## src/rtl/team_turn_controller_if.sv

```systemverilog
// Key, game-status and score inputs plus team/score/winner outputs.
// slave: controller side; master: the surrounding game logic.
`timescale 1ns/1ps
interface team_turn_controller_if #(
    parameter int SCORE_W = 8
);
    logic                 left_key_press;
    logic                 right_key_press;
    logic                 up_key_press;
    logic                 down_key_press;
    logic [1:0]           game_status;
    logic [SCORE_W-1:0]   score;
    logic [1:0]           current_team;
    logic [SCORE_W+3:0]   team1_total;
    logic [SCORE_W+3:0]   team2_total;
    logic [3:0]           round_num;
    logic                 score_reset;
    logic                 game_complete;
    logic [1:0]           winner;

    modport master (
        output left_key_press,
        output right_key_press,
        output up_key_press,
        output down_key_press,
        output game_status,
        output score,
        input  current_team,
        input  team1_total,
        input  team2_total,
        input  round_num,
        input  score_reset,
        input  game_complete,
        input  winner
    );

    modport slave (
        input  left_key_press,
        input  right_key_press,
        input  up_key_press,
        input  down_key_press,
        input  game_status,
        input  score,
        output current_team,
        output team1_total,
        output team2_total,
        output round_num,
        output score_reset,
        output game_complete,
        output winner
    );
endinterface

```

## src/rtl/team_turn_controller.sv

```systemverilog
// Two-team snake match sequencer: team pick, alternating turns, totals, winner.
// Ports: clk, rst (sync, active-high), bus (team_turn_controller_if.slave).
// Optional: define SUDDEN_DEATH_EN to extend tied matches one round at a time.
`timescale 1ns/1ps
module team_turn_controller #(
    parameter int SCORE_W       = 8,
    parameter int NUM_ROUNDS    = 3,
    parameter int SWITCH_CYCLES = 50_000_000
) (
    input  logic                   clk,
    input  logic                   rst,
    team_turn_controller_if.slave  bus
);

    localparam int TOT_W = SCORE_W + 4;
    localparam int CNT_W = (SWITCH_CYCLES > 1) ? $clog2(SWITCH_CYCLES) : 1;
    localparam logic [CNT_W-1:0] CNT_LAST   = CNT_W'(SWITCH_CYCLES - 1);
    localparam logic [3:0]       LAST_ROUND = 4'(NUM_ROUNDS);

    localparam logic [1:0] ST_RESTART = 2'b00;
    localparam logic [1:0] ST_START   = 2'b01;
    localparam logic [1:0] ST_PLAY    = 2'b10;
    localparam logic [1:0] ST_DIE     = 2'b11;

    typedef enum logic [2:0] {
        SELECT,
        WAIT_PLAY,
        PLAYING,
        HANDOVER,
        DONE
    } state_t;

    state_t             state_q, state_d;
    logic [1:0]         team_q, team_d;
    logic [1:0]         first_q, first_d;
    logic [1:0]         played_q, played_d;
    logic [3:0]         round_q, round_d;
    logic [TOT_W-1:0]   t1_q, t1_d;
    logic [TOT_W-1:0]   t2_q, t2_d;
    logic [CNT_W-1:0]   cnt_q, cnt_d;
    logic               sr_q, sr_d;
    logic               done_q, done_d;
    logic [1:0]         winner_q, winner_d;

    logic lr_key;
    logic ud_key;
    logic is_play;
    logic is_die;
    logic is_idle;
    logic match_over;

    assign lr_key  = bus.left_key_press | bus.right_key_press;
    assign ud_key  = bus.up_key_press | bus.down_key_press;
    assign is_play = (bus.game_status == ST_PLAY);
    assign is_die  = (bus.game_status == ST_DIE);
    assign is_idle = (bus.game_status == ST_RESTART) ||
                     (bus.game_status == ST_START);

    // Decided at a round boundary, after both turns have accumulated.
`ifdef SUDDEN_DEATH_EN
    assign match_over = (round_q >= LAST_ROUND) &&
                        ((t1_q != t2_q) || (round_q == 4'd15));
`else
    assign match_over = (round_q >= LAST_ROUND);
`endif

    function automatic logic [TOT_W-1:0] sat_add(
        input logic [TOT_W-1:0]   acc,
        input logic [SCORE_W-1:0] s
    );
        logic [TOT_W:0] sum;
        sum = {1'b0, acc} + (TOT_W+1)'(s);
        return sum[TOT_W] ? {TOT_W{1'b1}} : sum[TOT_W-1:0];
    endfunction

    always_comb begin
        state_d  = state_q;
        team_d   = team_q;
        first_d  = first_q;
        played_d = played_q;
        round_d  = round_q;
        t1_d     = t1_q;
        t2_d     = t2_q;
        cnt_d    = cnt_q;
        winner_d = winner_q;

        unique case (state_q)
            SELECT: begin
                // Left/right outranks up/down on a simultaneous press.
                if (lr_key) begin
                    team_d = 2'd1;
                end else if (ud_key) begin
                    team_d = 2'd2;
                end
                if (is_play) begin
                    first_d = team_d;
                    state_d = PLAYING;
                end
            end
            WAIT_PLAY: begin
                if (is_play) begin
                    state_d = PLAYING;
                end
            end
            PLAYING: begin
                unique case (1'b1)
                    is_die: begin
                        if (team_q == 2'd2) begin
                            t2_d        = sat_add(t2_q, bus.score);
                            played_d[1] = 1'b1;
                        end else begin
                            t1_d        = sat_add(t1_q, bus.score);
                            played_d[0] = 1'b1;
                        end
                        cnt_d   = '0;
                        state_d = HANDOVER;
                    end
                    is_idle: begin
                        state_d = WAIT_PLAY;
                    end
                    default: begin
                    end
                endcase
            end
            HANDOVER: begin
                if (cnt_q == CNT_LAST) begin
                    state_d = WAIT_PLAY;
                    if (&played_q) begin
                        // Every round opens with the starting team.
                        team_d   = first_q;
                        played_d = 2'b00;
                        if (match_over) begin
                            state_d = DONE;
                        end else begin
                            round_d = round_q + 4'd1;
                        end
                    end else begin
                        team_d = (team_q == 2'd1) ? 2'd2 : 2'd1;
                    end
                end else begin
                    cnt_d = cnt_q + CNT_W'(1);
                end
            end
            DONE: begin
            end
            default: begin
                state_d = SELECT;
            end
        endcase

        if ((state_d == DONE) && (state_q != DONE)) begin
            if (t1_q > t2_q) begin
                winner_d = 2'd1;
            end else if (t2_q > t1_q) begin
                winner_d = 2'd2;
            end else begin
                winner_d = 2'd3;
            end
        end

        // Registered so the pulse lands on the last dwell cycle.
        sr_d   = (state_d == HANDOVER) && (cnt_d == CNT_LAST);
        done_d = (state_d == DONE);
    end

    always_ff @(posedge clk) begin
        if (rst) begin
            state_q  <= SELECT;
            team_q   <= 2'd1;
            first_q  <= 2'd1;
            played_q <= 2'b00;
            round_q  <= 4'd1;
            t1_q     <= '0;
            t2_q     <= '0;
            cnt_q    <= '0;
            sr_q     <= 1'b0;
            done_q   <= 1'b0;
            winner_q <= 2'd0;
        end else begin
            state_q  <= state_d;
            team_q   <= team_d;
            first_q  <= first_d;
            played_q <= played_d;
            round_q  <= round_d;
            t1_q     <= t1_d;
            t2_q     <= t2_d;
            cnt_q    <= cnt_d;
            sr_q     <= sr_d;
            done_q   <= done_d;
            winner_q <= winner_d;
        end
    end

    assign bus.current_team  = team_q;
    assign bus.team1_total   = t1_q;
    assign bus.team2_total   = t2_q;
    assign bus.round_num     = round_q;
    assign bus.score_reset   = sr_q;
    assign bus.game_complete = done_q;
    assign bus.winner        = winner_q;

endmodule

```

## src/flat_wrapper.sv

```systemverilog
// flat-port wrapper written by rule: the top's interface ports become plain ports
module team_turn_controller_flat 
#(
    parameter int SCORE_W       = 8,
    parameter int NUM_ROUNDS    = 3,
    parameter int SWITCH_CYCLES = 50_000_000
)
  (clk, rst, bus_left_key_press, bus_right_key_press, bus_up_key_press, bus_down_key_press, bus_game_status, bus_score, bus_current_team, bus_team1_total, bus_team2_total, bus_round_num, bus_score_reset, bus_game_complete, bus_winner);
  team_turn_controller_if #(.SCORE_W(SCORE_W)) bus_i ();
  input  logic clk;
  input  logic rst;
  input wire logic [$bits(bus_i.left_key_press)-1:0] bus_left_key_press;
  input wire logic [$bits(bus_i.right_key_press)-1:0] bus_right_key_press;
  input wire logic [$bits(bus_i.up_key_press)-1:0] bus_up_key_press;
  input wire logic [$bits(bus_i.down_key_press)-1:0] bus_down_key_press;
  input wire logic [$bits(bus_i.game_status)-1:0] bus_game_status;
  input wire logic [$bits(bus_i.score)-1:0] bus_score;
  output wire logic [$bits(bus_i.current_team)-1:0] bus_current_team;
  output wire logic [$bits(bus_i.team1_total)-1:0] bus_team1_total;
  output wire logic [$bits(bus_i.team2_total)-1:0] bus_team2_total;
  output wire logic [$bits(bus_i.round_num)-1:0] bus_round_num;
  output wire logic [$bits(bus_i.score_reset)-1:0] bus_score_reset;
  output wire logic [$bits(bus_i.game_complete)-1:0] bus_game_complete;
  output wire logic [$bits(bus_i.winner)-1:0] bus_winner;
  assign bus_i.left_key_press = bus_left_key_press;
  assign bus_i.right_key_press = bus_right_key_press;
  assign bus_i.up_key_press = bus_up_key_press;
  assign bus_i.down_key_press = bus_down_key_press;
  assign bus_i.game_status = bus_game_status;
  assign bus_i.score = bus_score;
  assign bus_current_team = bus_i.current_team;
  assign bus_team1_total = bus_i.team1_total;
  assign bus_team2_total = bus_i.team2_total;
  assign bus_round_num = bus_i.round_num;
  assign bus_score_reset = bus_i.score_reset;
  assign bus_game_complete = bus_i.game_complete;
  assign bus_winner = bus_i.winner;
  team_turn_controller #(.SCORE_W(SCORE_W), .NUM_ROUNDS(NUM_ROUNDS), .SWITCH_CYCLES(SWITCH_CYCLES)) u_core (.clk(clk), .rst(rst), .bus(bus_i));
endmodule
```

## config.mk

```make
export PLATFORM = sky130hd
export DESIGN_NAME = team_turn_controller_flat
export DESIGN_NICKNAME = d
export VERILOG_FILES = /design/src/rtl/team_turn_controller_if.sv /design/src/rtl/team_turn_controller.sv /design/src/flat_wrapper.sv
export SDC_FILE = /design/constraint.sdc
export NUM_CORES = 1
export LEC_CHECK = 0
export BUFFER_PORTS_ARGS = -buffer_cell sky130_fd_sc_hd__buf_2
export CORE_AREA = 2 2 122 124
export DETAILED_ROUTE_END_ITERATION = 8
export DIE_AREA = 0 0 124 126
export SLEW_MARGIN = 10
export SYNTH_ARGS = -nofsm -noshare
export SYNTH_HDL_FRONTEND = slang
export SYNTH_SLANG_ARGS = --single-unit
```

## constraint.sdc

```tcl
create_clock -name clk -period 3.15 [get_ports clk]
set_clock_uncertainty 0.1 [all_clocks]
set_input_delay 0.4725 -clock clk [delete_from_list [all_inputs] [get_ports clk]]
set_output_delay 0.4725 -clock clk [all_outputs]
set_load 0.02 [all_outputs]
```

==> results of run 1 <==
worst max-delay path by stage:
stage / startpoint / to / slack [ns] / cells after the start
after floorplan: u_core.bus.team1_total[0]$_SDFFE_PP0P_ / u_core.bus.team1_total[11]$_SDFFE_PP0P_ / 0.54 / 11
after global placement: bus_score[0] / u_core.bus.team1_total[11]$_SDFFE_PP0P_ / 0.21 / 12
after detailed placement: bus_score[0] / u_core.bus.team1_total[11]$_SDFFE_PP0P_ / 0.13 / 12
after CTS: u_core.bus.team1_total[0]$_SDFFE_PP0P_ / u_core.bus.team1_total[11]$_SDFFE_PP0P_ / 0.29 / 11
after global routing: u_core.bus.team1_total[0]$_SDFFE_PP0P_ / u_core.bus.team1_total[11]$_SDFFE_PP0P_ / 0.07 / 11
final: u_core.bus.team1_total[0]$_SDFFE_PP0P_ / u_core.bus.team1_total[11]$_SDFFE_PP0P_ / 0.29 / 11
report_power, final:
part | internal, mW | switching (mW)
sequential | 0.855 | 0.00897
combinational | 0.0565 | 0.0846
clock | 0.641 | 0.401
metrics by stage:
| stage | util, % | instances | instance area [µm²] | total power, mW |
|---|---|---|---|---|
| 3_5_place_dp | 32.6 | 750 | 4660 | 1.02 |
| 6_report | 34.7 | 766 | 4970 | 2.05 |
| 3_3_place_gp | 32.6 | 750 | 4660 | 1.02 |
| 5_1_grt | 34.7 | 766 | 4970 | 2.13 |
| 4_1_cts | 34.7 | 766 | 4970 | 2.07 |
| 2_1_floorplan | - | 527 | 4200 | 0.977 |
critical path, stage by stage (launching register included):
cell and delay [ns]:
dfxtp_1 0.38, ha_1 0.19, inv_1 0.06, fa_1 0.42, nor2b_1 0.13, o21ai_0 0.11
a21oi_1 0.18, o21ai_0 0.13, a21oi_1 0.22, o21ai_0 0.22, or2_2 0.38, a311oi_1 0.26
kinds of logic after synthesis:
kind of cell / synth area share, %
AOI/OAI and AO/OA: 21.1
DFF: 31.9
buffers and inverters: 4.62
xor gates and xnor gates: 3.34
muxes: 1.22
and+or+nand+nor: 27.9
adders and majority gates: 9.89
placed cells by master, fill, tap and decap left out, types with 4 or more instances in the layout:
master and instances:
a211oi_1 19, a21o_1 10, a21oi_1 48, a31oi_1 9, and3_1 10, buf_2 49
buf_4 10, clkbuf_16 9, dfxtp_1 67, ha_1 30, inv_1 29, mux2i_1 4
nand2_1 41, nand2b_1 6, nand3_1 14, nand4_1 9, nor2_1 57, nor2b_1 17
nor3_1 24, nor3b_1 4, nor4_1 7, o21ai_0 28, or2_2 5, xnor2_1 9
xor2_1 7
final cells by class:
class | instances | share of cell area (%)
clock buffers | 10 | 4.81
clock inverters | 6 | 1.41
inverters | 29 | 2.19
multi-input cells | 411 | 53.6
flip-flops and latches | 67 | 27.0
well taps | 184 | 4.63
repair buffers | 59 | 6.44
flip-flops by register name (all words and copies together) (netlist names):
name	count
u_core.bus.winner	2
u_core.bus.team2_total	12
u_core.bus.round_num	4
u_core.bus.team1_total	12
u_core.played_q	2
u_core.bus.game_complete	1
u_core.cnt_q	26
u_core.bus.score_reset	1
u_core.state_q	3
u_core.first_q	2
u_core.bus.current_team	2
routing by layer:
| layer | share of wire (%) | vias up | global-route usage (%) | wire length (µm) |
|---|---|---|---|---|
| li1 | - | 2011 | - | - |
| met2 | 47 | 81 | 23.9 | 5190 |
| met1 | 48 | 1864 | 19.2 | 5240 |
| met5 | 0 | - | 0 | 0 |
| met3 | 4.1 | 15 | 2.90 | 457 |
| met4 | 1.3 | 0 | 4.43 | 143 |
==> qor.txt, run 1 <==
Critical Path End Type: flip-flop
worst hold path startpoint: u_core.first_q[0]$_SDFFE_PP1P_
vias in the first global route: 3836
worst relative slew slack: 59.5%
area grow syn2layout: 18.4%
GP Congestion: 0.882
CTS tree: done
FF-to-FF path depth: 11
GRT Total Usage: 14.5%
unrepaired setup endpoints after global routing: false
CTS Buffer Depth: 2
clk slew on worst S/H paths: 0.06 ns
Post-Syn Area: 4200 µm²
Hold Crit Depth: 2
most common cell in the netlist: dfxtp_1
dpl ws: 0.130 ns
Inserted Diodes: 0
synthesized flop and latch total: 67
R2R Path End: u_core.bus.team1_total[11]$_SDFFE_PP0P_
outcome: finished, final reports clean
Vias per Instance: 5.18
critical path class: flip-flop to flip-flop
layout cell share with drive strength beyond 1: 16.2%
final period utilization: 90.8%
CP arrival: 3.00 ns
core area: 14300 µm²
Final Hold Vio Count: 0
vias: 3971
LEAKAGE: 1.95 nW
Mapped Nets: 575
Die H: 126 µm
Worst Hold Slack: 0.379 ns
antenna violations before repair: 0
Final TNS setup: 0 ns
YS warnings: 0
Root Buffer: clkbuf_16
# fillers: 1494
Initial DRC Count: 184
# DRC: 0
Worst R2R Setup Slack: 0.29 ns
Avg WL per Cell: 14.4 µm
worst setup margin: 0.290 ns
max-slew violations: 0
io pins: 50
wirelength, routed: 11000 µm
iteration count of the initial detailed-routing pass: 4
Rows: 44
Hold Path Sink: u_core.first_q[0]$_SDFFE_PP1P_
Initial Util: 29.3%
Hold Buf Count CTS: 0
cell taking the most area after synthesis: dfxtp_1
Hold Path Class: flip-flop to flip-flop
CP Data Required Time: 3.29 ns
Yosys cell types: 61
Post-CTS Resized: 0
Die X: 124 µm
Synth top area share: 31.9%
Worst Tran Pin Value: 0.607 ns
# setup viols final: 0
sequential cell area fraction in the yosys report: 31.9%
Primary FF master, synth: dfxtp_1
antenna viol nets, final: 0
fraction of registers with async set/reset: 0%
CP max FO: 4
Clock Sinks: 67
Post-synth EDFFs: 0
Tmin final: 2.86 ns
Final #Nets: 625
full die area: 15600 µm²
total grt overflow: 0
H-tree depth: 3
post-CTS setup buffer count: 0
reg-to-reg startpoint: u_core.bus.team1_total[0]$_SDFFE_PP0P_
Clock Latency Late Sink: 0.34 ns
total CTS buffers: 9
max capacitance violation total: 0
largest net degree at the start of global routing: 36
FMAX: 0.350 GHz
worst vdd ir: 201 µV
Register Area: 1340 µm²
synth cell count leaders: dfxtp_1, nor2_1, a21oi_1
PwrDens: 412 nW/µm²
type of origin of the critical path: flip-flop
post-synthesis cell count: 527
first-pass GRT wire length: 18300 µm
Synth Area per Inst: 7.97 µm²
top post-synthesis cells by area: dfxtp_1, ha_1, a21oi_1
Port Buffers: 49
dpl hpwl: 8430 µm
area of the multi-input gates: 2660 µm²
Power figures use the tool's default switching activity.
==> inputs of run 2 (changes only) <==
--- a/config.mk
+++ b/config.mk
@@ -6,9 +6,9 @@
 export NUM_CORES = 1
 export LEC_CHECK = 0
 export BUFFER_PORTS_ARGS = -buffer_cell sky130_fd_sc_hd__buf_2
-export CORE_AREA = 2 2 122 124
+export CORE_AREA = 2 2 100 102
 export DETAILED_ROUTE_END_ITERATION = 8
-export DIE_AREA = 0 0 124 126
+export DIE_AREA = 0 0 102 104
 export SLEW_MARGIN = 10
 export SYNTH_ARGS = -nofsm -noshare
 export SYNTH_HDL_FRONTEND = slang
==> qor.txt, run 2 (same netlist as run 1, synthesis figures left out) <==
CP max FO: 8
LEAKAGE: 1.88 nW
PwrDens: 346 nW/µm²
Die H: 104 µm
Cells after DPL: 700
Hold Path Class: input port to flip-flop
unrepaired setup endpoints after global routing: false
Tmin final: 2.83 ns
Port Buffers: 49
total CTS buffers: 9
CP arrival: 2.98 ns
Reg with most FFs: u_core.cnt_q
vias: 3935
FF-to-FF path depth: 12
post-CTS setup buffer count: 0
Worst Tran Pin Value: 0.994 ns
# fillers: 975
full die area: 10600 µm²
Worst R2R Setup Slack: 0.32 ns
iteration count of the initial detailed-routing pass: 4
Final TNS setup: 0 ns
CTS tree: done
final period utilization: 89.9%
total grt overflow: 0
Clock power frac: 39.5%
Inserted Diodes: 0
outcome: finished, final reports clean
worst hold path startpoint: bus_right_key_press
antenna violations before repair: 0
cell chain of the critical path: ha_1, inv_1, fa_1, nor2b_1, o21ai_0, a21boi_0, o21ai_0, a21oi_1, nor3b_2, buf_4, nor3_1, a211oi_1
reg-to-reg startpoint: u_core.bus.team2_total[0]$_SDFFE_PP0P_
antenna viol nets, final: 0
Final #Nets: 626
Hold Crit Depth: 4
# DRC: 0
Post-CTS Resized: 0
core area: 9550 µm²
Initial Util: 44.0%
Clock Sinks: 67
first-pass GRT wire length: 17700 µm
slowest CP cell: fa_1
wirelength, routed: 10500 µm
NetSw: 0.442 mW
Root Buffer: clkbuf_8
Hold Path Sink: u_core.first_q[0]$_SDFFE_PP1P_
type of origin of the critical path: flip-flop
Vias per Instance: 5.50
CP Data Required Time: 3.30 ns
max capacitance violation total: 0
GRT Total Usage: 20.6%
CP most frequent cell: o21ai_0
Die X: 102 µm
Non-Filler Instances: 716
worst vdd ir: 194 µV
Rows: 36
Final Hold Vio Count: 0
commonest cells after routing, fill and taps aside: dfxtp_1, nor2_1, buf_2
Hold Buf Count CTS: 0
Tot Pwr: 1.66 mW
Int Power: 1.22 mW
Final Util: 50.1%
R2R Path End: u_core.bus.team2_total[2]$_SDFFE_PP0P_
H-tree depth: 3
Initial DRC Count: 133
clk slew on worst S/H paths: 0.08 ns
switching share of total power: 26.7%
worst relative slew slack: 33.7%
dpl hpwl: 7960 µm
max-slew violations: 0
CTS Buffer Depth: 2
Critical Path End Type: flip-flop
commonest non-fill, non-tap cell in the layout: dfxtp_1
max reg flops: 26
combinational power share: 8.4%
area grow syn2layout: 14.0%
layout cell share with drive strength beyond 1: 16.3%
register share of total power: 52.1%
Avg WL per Cell: 14.7 µm
# setup viols final: 0
Clock Latency Late Sink: 0.34 ns
critical path class: flip-flop to flip-flop
design area: 4790 µm²
DP Area: 4610 µm²
largest net degree at the start of global routing: 53
CP max stage delay: 0.41 ns
vias in the first global route: 3707
io pins: 50
FMAX: 0.353 GHz
GP Congestion: 0.837
run 2: routing by layer:
layer	wire [µm]	part of all wire, %	track usage [%]	up-vias
li1	-	-	-	2004
met1	4850	46	27.5	1818
met2	4970	47	33.2	96
met3	496	4.7	3.56	17
met4	216	2.1	7.43	0
met5	0	0	0	-
run 2: stage by stage:
step	worst slack [ns]	hold slack, ns
floorplan	0.537	0.340
global placement	0.187	0.360
detailed placement	0.183	0.367
CTS	0.314	0.359
global route	0.0521	0.387
finish	0.318	0.370
run 2: area by class of cell:
type	count	area [µm²]	area share, %
clock buffer	10	138	2.88
multi-input combinational	411	2660	55.6
tap	133	166	3.48
sequential	67	1340	28.0
inverter	29	109	2.27
timing repair buffer	60	328	6.85
clock inverter	6	41.3	0.863
run 2: how the worst max path moves through the flow:
stage / startpoint / end / slack, ns
2_1_floorplan: u_core.bus.team1_total[0]$_SDFFE_PP0P_ / u_core.bus.team1_total[11]$_SDFFE_PP0P_ / 0.54
3_3_place_gp: bus_score[0] / u_core.bus.team1_total[11]$_SDFFE_PP0P_ / 0.19
3_5_place_dp: bus_score[0] / u_core.bus.team1_total[11]$_SDFFE_PP0P_ / 0.18
4_1_cts: u_core.cnt_q[0]$_SDFF_PP0_ / u_core.bus.score_reset$_SDFF_PP0_ / 0.31
5_1_grt: u_core.bus.team2_total[0]$_SDFFE_PP0P_ / u_core.bus.team2_total[2]$_SDFFE_PP0P_ / 0.05
6_report: u_core.bus.team2_total[0]$_SDFFE_PP0P_ / u_core.bus.team2_total[2]$_SDFFE_PP0P_ / 0.32
run 2: power by group through the flow:
stage | logic, mW | clock network, mW | registers [mW]
3_5_place_dp | 0.140 | 0 | 0.882
6_report | 0.140 | 0.655 | 0.863
3_3_place_gp | 0.137 | 0 | 0.882
2_1_floorplan | 0.0911 | 0 | 0.886
5_1_grt | 0.157 | 0.721 | 0.864
4_1_cts | 0.140 | 0.676 | 0.863
run 2: critical path: cells and delay by family, from the launching register on:
family | cells | cell delay [ns]
buffers and inverters | 2 | 0.26
AO/OA/AOI/OAI | 5 | 0.95
adder cells (fa/ha/maj) | 2 | 0.62
flip-flops | 1 | 0.40
AND/OR/NAND/NOR | 3 | 0.43
